File: config.mk
export PLATFORM = sky130hd
export DESIGN_NAME = demux_1x2_8bit_seq
export DESIGN_NICKNAME = d
export VERILOG_FILES = /design/src/rtl/demux_1x2_8bit_seq.sv
export SDC_FILE = /design/constraint.sdc
export NUM_CORES = 1
export LEC_CHECK = 0
export CORE_MARGIN = 5
export CORE_UTILIZATION = 47
export CTS_BUF_LIST = sky130_fd_sc_hd__clkbuf_4
export DETAILED_ROUTE_END_ITERATION = 8
export PLACE_DENSITY = 0.81
export SYNTH_ARGS = -nofsm -noshare
export SYNTH_HDL_FRONTEND = slang
export SYNTH_SLANG_ARGS = --single-unit
File: constraint.sdc
create_clock -name clk -period 1.69 [get_ports clk]
set_clock_uncertainty 0.05 [all_clocks]
set_input_delay 0.4225 -clock clk [delete_from_list [all_inputs] [get_ports clk]]
set_output_delay 0.4225 -clock clk [all_outputs]
set_load 0.1 [all_outputs]
File: src/rtl/demux_1x2_8bit_seq.sv
// Registered 1-to-2 byte demultiplexer. Routing is either explicit by s, or
// automatic ch0/ch1 alternation that de-interleaves a byte-pair stream and counts pairs.
module demux_1x2_8bit_seq #(
  parameter int WIDTH = 8
) (
  input  logic             clk,
  input  logic             rst,
  input  logic [WIDTH-1:0] din,
  input  logic             din_valid,
  input  logic             mode,
  input  logic             s,
  input  logic             sync,
  output logic [WIDTH-1:0] o0,
  output logic [WIDTH-1:0] o1,
  output logic             v0,
  output logic             v1,
  output logic             pair_valid,
  output logic             ptr,
  output logic [7:0]       pair_count
);

  logic mode_q;
  logic pending;
  logic realign;
  logic ptr_eff;
  logic pend_eff;
  logic dest;

  function automatic logic [7:0] wrap_inc(input logic [7:0] x);
    return x + 8'd1;
  endfunction

  // A sync request or a mode change restarts the alignment before this cycle's byte routes
  always_comb begin
    realign  = sync | (mode != mode_q);
    ptr_eff  = ptr & ~realign;
    pend_eff = pending & ~realign;
    dest     = mode ? ptr_eff : s;
  end

  // Stage boundary: all outputs registered, latency 1
  always_ff @(posedge clk or posedge rst) begin
    if (rst) begin
      o0         <= '0;
      o1         <= '0;
      v0         <= 1'b0;
      v1         <= 1'b0;
      pair_valid <= 1'b0;
      ptr        <= 1'b0;
      pending    <= 1'b0;
      pair_count <= 8'd0;
      mode_q     <= 1'b0;
    end else begin
      mode_q     <= mode;
      v0         <= 1'b0;
      v1         <= 1'b0;
      pair_valid <= 1'b0;
      ptr        <= ptr_eff;
      pending    <= pend_eff;
      if (din_valid) begin
        if (!dest) begin
          o0 <= din;
          v0 <= 1'b1;
        end else begin
          o1 <= din;
          v1 <= 1'b1;
        end
        if (mode) begin
          if (!dest) begin
            ptr     <= 1'b1;
            pending <= 1'b1;
          end else begin
            ptr     <= 1'b0;
            pending <= 1'b0;
            if (pend_eff) begin
              pair_valid <= 1'b1;
              pair_count <= wrap_inc(pair_count);
            end
          end
        end
      end
    end
  end

endmodule

======== After elaboration in Yosys (flattened, before gate mapping) ========
Index checks and enable logic that the tools add are counted.
storage, ports and cells
  word-level logic and storage cells ...... 32
  bits in registers ....................... 30
  input port bits ......................... 14
operators by class
  muxes and demuxes ....................... 13
  bitwise gates (word level) .............. 5
  reductions and logical operators ........ 3
  add/sub/neg operators ................... 1
  equality and inequality tests ........... 1
operator list
  operator                                                        number
  1-bit 2-to-1 mux                                                13
  8-bit by 1-bit adder with 8-bit output (second input constant)  1
  2-bit AND reduction                                             2
  4-bit AND reduction                                             1
  1-bit bitwise AND                                               2
  1-bit NOT                                                       2
  1-bit != test                                                   1
  1-bit OR                                                        1

======== Logic depth before layout (Yosys ltp) ========
  depth in word-level cells ............... 8
  gate-level depth with buffers ........... 4

======== Worst setup path after synthesis ========
No wires, ideal clock.
  kind .................................... reg2reg
  start point ............................. reg ptr
  end point ............................... reg o1[0]
  library setup time ...................... 125 ps
  arrival time ............................ 2,005 ps
  stages on the path, launching flop included .. 4
  setup slack ............................. -490 ps
  required time ........................... 1,515 ps
  cell sequence ........................... dfrtp_1 -> nand4b_1 -> a21boi_4 -> mux2_2
between the ends
  cells in the longest elaborated chain, start to end .. 3
ends and longest elaborated chain
  what                           RTL line  text
  start: declaration             18        output logic ptr,
  start signal: assignment       58        ptr <= ptr_eff;
  1-bit bitwise AND              36        ptr_eff = ptr & ~realign;
  1-bit 2-to-1 mux               38        dest = mode ? ptr_eff : s;
  2-bit AND reduction (no line)  -
  end signal: assignment         65        o1 <= din;
  end: declaration               14        output logic [WIDTH-1:0] o1,
No other way between the ends.
A chain may end at the register's enable or synchronous reset.

======== Worst setup path in the final report ========
  start point ............................. in din_valid
  end point ............................... reg o1[7]
between the ends
  cells in the longest elaborated chain, start to end .. 1
ends and longest elaborated chain
  what                           RTL line  text
  start: declaration             9         input logic din_valid,
  2-bit AND reduction (no line)  -
No other way between the ends.

==> impl_metrics.xml <==
<?xml version="1.0" encoding="UTF-8"?>
<metrics>
  <group name="setup_path">
    <metric name="crit_buf_inv" unit="">2</metric>
    <metric name="critical_path_class" unit="">primary input to flop</metric>
    <metric name="worst_setup_path_end_kind" unit="">flop</metric>
    <metric name="path_cells" unit="">clkdlybuf4s50_1 &gt; a21boi_4 &gt; buf_12 &gt; mux2_2</metric>
    <metric name="r2r_cells" unit="">3</metric>
    <metric name="critical_path.max_fanout" unit="">9</metric>
    <metric name="worstSetupStartpoint" unit="">din_valid</metric>
    <metric name="worst_ep_required_time" unit="ns">1.84</metric>
    <metric name="reg2reg_from" unit="">ptr</metric>
    <metric name="crit_path_start_kind" unit="">primary input</metric>
    <metric name="timing.rr.end" unit="">o0[6]</metric>
    <metric name="critical_path_sink" unit="">o1[7]</metric>
    <metric name="critical_path_cell_with_the_highest_stage_delay" unit="">sky130_fd_sc_hd__clkdlybuf4s50_1</metric>
    <metric name="slowest_stage_delay_on_critical_path" unit="ns">0.60</metric>
    <metric name="cp_data_arrival_time" unit="ns">1.74</metric>
    <metric name="timing.reg2reg.setup_slack" unit="ns">0.17</metric>
    <metric name="timing.critical_path.depth" unit="">4</metric>
    <metric name="critPathTopFamily" unit="">buffers and inverters</metric>
  </group>
  <group name="sta">
    <metric name="report.final.slew_viol_count" unit="">0</metric>
    <metric name="fin_crit_sh" unit="">0.938</metric>
    <metric name="setup_violations" unit="">0</metric>
    <metric name="setup-tns-final" unit="ns">0</metric>
    <metric name="worst_case_setup_margin_in_the_final_layout" unit="ns">0.105</metric>
    <metric name="rsz_0062_raised_after_global_routing" unit="">false</metric>
    <metric name="achievable-frequency" unit="MHz">631</metric>
    <metric name="layout_min_cycle_time" unit="ns">1.59</metric>
    <metric name="hold_viol" unit="">0</metric>
    <metric name="transition_time_at_the_pin_with_the_least_slew_margin" unit="ns">0.349</metric>
    <metric name="worst_slew_margin_rel" unit="">0.764</metric>
  </group>
  <group name="yosys">
    <metric name="top_cell_type_s_share_of_synthesized_area" unit="">0.581</metric>
    <metric name="synth-async-reset-ratio" unit="">1.00</metric>
    <metric name="dominantRegCellSynth" unit="">sky130_fd_sc_hd__dfrtp_1</metric>
    <metric name="netlist-cell-type-count" unit="">30</metric>
    <metric name="syn_avg_cell_area" unit="µm²">13.9</metric>
    <metric name="synth-seq-area-share" unit="">0.581</metric>
    <metric name="synthesis.nets" unit="">108</metric>
    <metric name="edff_count_synth" unit="">0</metric>
    <metric name="syn-instance-count" unit="">93</metric>
    <metric name="synth_area_leader_cell" unit="">sky130_fd_sc_hd__dfrtp_1</metric>
    <metric name="synthesis.area" unit="µm²">1290</metric>
    <metric name="commonest_cells_in_the_synthesized_netlist" unit="">sky130_fd_sc_hd__dfrtp_1 (30), sky130_fd_sc_hd__mux2_2 (17), sky130_fd_sc_hd__xor2_1 (5), sky130_fd_sc_hd__inv_1 (4), sky130_fd_sc_hd__nand3_1 (4)</metric>
    <metric name="synth_seq_cells" unit="">30</metric>
    <metric name="synth_most_common_cell" unit="">sky130_fd_sc_hd__dfrtp_1</metric>
    <metric name="ys.warnings.count" unit="">0</metric>
    <metric name="post_synth_main_area_contributors" unit="">sky130_fd_sc_hd__dfrtp_1 (58%), sky130_fd_sc_hd__mux2_2 (15%), sky130_fd_sc_hd__xor2_1 (3.4%)</metric>
  </group>
  <group name="placed_design">
    <metric name="post-place-cells" unit="">174</metric>
    <metric name="place.detailed.hpwl" unit="µm">2510</metric>
    <metric name="gp_routability_congestion" unit="">0.800</metric>
    <metric name="placed_area" unit="µm²">2100</metric>
    <metric name="portBuffers" unit="">41</metric>
    <metric name="worst_slack_at_placement" unit="ns">-0.381</metric>
  </group>
  <group name="cells_and_area">
    <metric name="antenna_cells_inserted" unit="">0</metric>
    <metric name="postLayoutCellArea" unit="µm²">2170</metric>
    <metric name="syn2layout_area_growth" unit="%">68.1</metric>
    <metric name="final_net_count" unit="">166</metric>
    <metric name="layout-drive-gt1-share" unit="">0.503</metric>
    <metric name="fillCellCount" unit="">149</metric>
    <metric name="stdcell_count" unit="">182</metric>
  </group>
  <group name="clock_tree">
    <metric name="cts-root-buf" unit="">sky130_fd_sc_hd__clkbuf_4</metric>
    <metric name="cts_inserted_buffers" unit="">5</metric>
    <metric name="cts.path.max_buffers" unit="">2</metric>
    <metric name="h-tree-depth" unit="">2</metric>
    <metric name="clock_sink_count" unit="">30</metric>
    <metric name="clkLatencyLatePin" unit="ns">0.31</metric>
    <metric name="tritoncts" unit="">done</metric>
    <metric name="hold_buffers" unit="">0</metric>
    <metric name="clkSlewWorstSetupHoldPaths" unit="ns">0.09</metric>
  </group>
  <group name="run">
    <metric name="drv.max_cap_violation_count" unit="">0</metric>
  </group>
  <group name="drt">
    <metric name="drt_iter0_markers" unit="">24</metric>
    <metric name="detail_route.wl_per_cell" unit="µm">17.1</metric>
    <metric name="drt_pre_antenna_iters" unit="">4</metric>
    <metric name="drt_wl_total" unit="µm">3100</metric>
    <metric name="vias_per_cell" unit="">5.39</metric>
    <metric name="drtAntennaViolNets" unit="">0</metric>
    <metric name="num_vias" unit="">981</metric>
    <metric name="drc" unit="">0</metric>
  </group>
  <group name="global_route">
    <metric name="global_route.overflow_total" unit="">0</metric>
    <metric name="pin_count_of_the_biggest_net_entering_global_routing" unit="">21</metric>
    <metric name="grt_antenna_before_repair" unit="">0</metric>
    <metric name="grtUsageTotal" unit="">0.183</metric>
    <metric name="grt_pass1_vias" unit="">1150</metric>
    <metric name="first_pass_grt_wire_length" unit="µm">5600</metric>
  </group>
  <group name="die">
    <metric name="rows" unit="">19</metric>
    <metric name="dieWidth" unit="µm">62.4</metric>
    <metric name="boundaryPins" unit="">42</metric>
    <metric name="initial_core_util" unit="">0.481</metric>
    <metric name="die_y" unit="µm">62.4</metric>
    <metric name="die-area" unit="µm²">3900</metric>
    <metric name="design.core.area" unit="µm²">2690</metric>
  </group>
  <group name="status">
    <metric name="status" unit="">finished clean</metric>
  </group>
  <group name="pwr">
    <metric name="power.ir.vdd_worst" unit="µV">1180</metric>
    <metric name="power_density" unit="nW/µm²">1120</metric>
    <metric name="static-leakage-power" unit="nW">0.982</metric>
  </group>
  <group name="worst_hold_path">
    <metric name="worst_min_path_class" unit="">primary input to flop</metric>
  </group>
</metrics>
==> through the flow <==
stage          power (W)  hold slack (ns)   util
2_1_floorplan    0.00159            0.404      -
3_3_place_gp     0.00206            0.446  0.781
3_5_place_dp     0.00209            0.470  0.781
4_1_cts          0.00248            0.354  0.806
5_1_grt          0.00256            0.221  0.808
6_report         0.00244            0.245  0.808
==> what timing repair did <==
action,4_1_cts,5_1_grt
buffers inserted,1,0
setup endpoints to repair,8,10
resized for setup,0,2
cloned,0,0
pin swaps,1,3
==> worst min path at each step <==
stage | from | endpoint | slack [ns] | cells after the start
finish | mode | mode_q | 0.24 | 1
global route | mode | mode_q | 0.22 | 1
CTS | rst | o1[1] | 0.35 | 3
detailed placement | pair_count[4] | pair_count[4] | 0.47 | 1
global placement | pair_count[5] | pair_count[5] | 0.45 | 1
floorplan | mode | mode_q | 0.40 | 0
==> area by class of cell <==
type,instances,area [µm²],share of cell area
clock buffers,5,37.5,0.0173
clock inverters,2,10.0,0.00461
inverters,4,15.0,0.00692
multi-input cells,56,502,0.231
flip-flops and latches,30,762,0.351
well taps,31,38.8,0.0179
repair buffers,54,806,0.371
==> worst register-to-register path: stages (launching register included) <==
cell and delay (ns):
sky130_fd_sc_hd__dfrtp_4 0.53, sky130_fd_sc_hd__nand4b_1 0.20, sky130_fd_sc_hd__nand3_2 0.26, sky130_fd_sc_hd__mux2_2 0.37
==> layer usage <==
metal | up-vias | track usage | part of all wire
met2 | 53 | 0.328 | 0.54
met3 | 9 | 0.0899 | 0.096
met1 | 474 | 0.176 | 0.35
met4 | 0 | 0.0743 | 0.021
met5 | - | 0 | 0
li1 | 445 | - | -
==> where the power goes <==
part           switching (W)  total, W  internal [W]
Combinational       0.000729   0.00116      0.000432
Sequential          0.000105  0.000910      0.000805
Clock               0.000221  0.000370      0.000149
Total                0.00106   0.00244       0.00139
==> state kept, by name, summed over array words and instances (netlist names) <==
signal      flops
o0              8
o1              8
pair_count      8
mode_q          1
pair_valid      1
pending         1
ptr             1
v0              1
v1              1
==> cells in the final DEF (no fill, tap or decap), types with 2 or more instances in the layout <==
cell type                         instances
sky130_fd_sc_hd__nand3_1                  4
sky130_fd_sc_hd__nand3b_1                 2
sky130_fd_sc_hd__clkdlybuf4s50_1         11
sky130_fd_sc_hd__clkinv_2                 2
sky130_fd_sc_hd__mux2_2                  17
sky130_fd_sc_hd__xnor2_1                  3
sky130_fd_sc_hd__nor2_1                   2
sky130_fd_sc_hd__buf_4                   12
sky130_fd_sc_hd__inv_1                    4
sky130_fd_sc_hd__nor3_1                   2
sky130_fd_sc_hd__clkbuf_4                 5
sky130_fd_sc_hd__dfrtp_2                  6
sky130_fd_sc_hd__xor2_1                   5
sky130_fd_sc_hd__dlymetal6s2s_1           2
sky130_fd_sc_hd__nand4_1                  2
sky130_fd_sc_hd__dfrtp_1                 23
sky130_fd_sc_hd__buf_12                  29
sky130_fd_sc_hd__nand4b_1                 3
==> cells by family (layout without fill, tap and decap cells) <==
group / after synthesis / in the layout / synth area share
compound gates: 5 / 5 / 0.0417
fa+ha+maj: 1 / 1 / 0.00969
mux: 18 / 18 / 0.156
flops: 30 / 30 / 0.581
simple gates: 24 / 24 / 0.127
buf+inv: 7 / 65 / 0.0300
xor+xnor: 8 / 8 / 0.0543
Power figures use the tool's default switching activity.
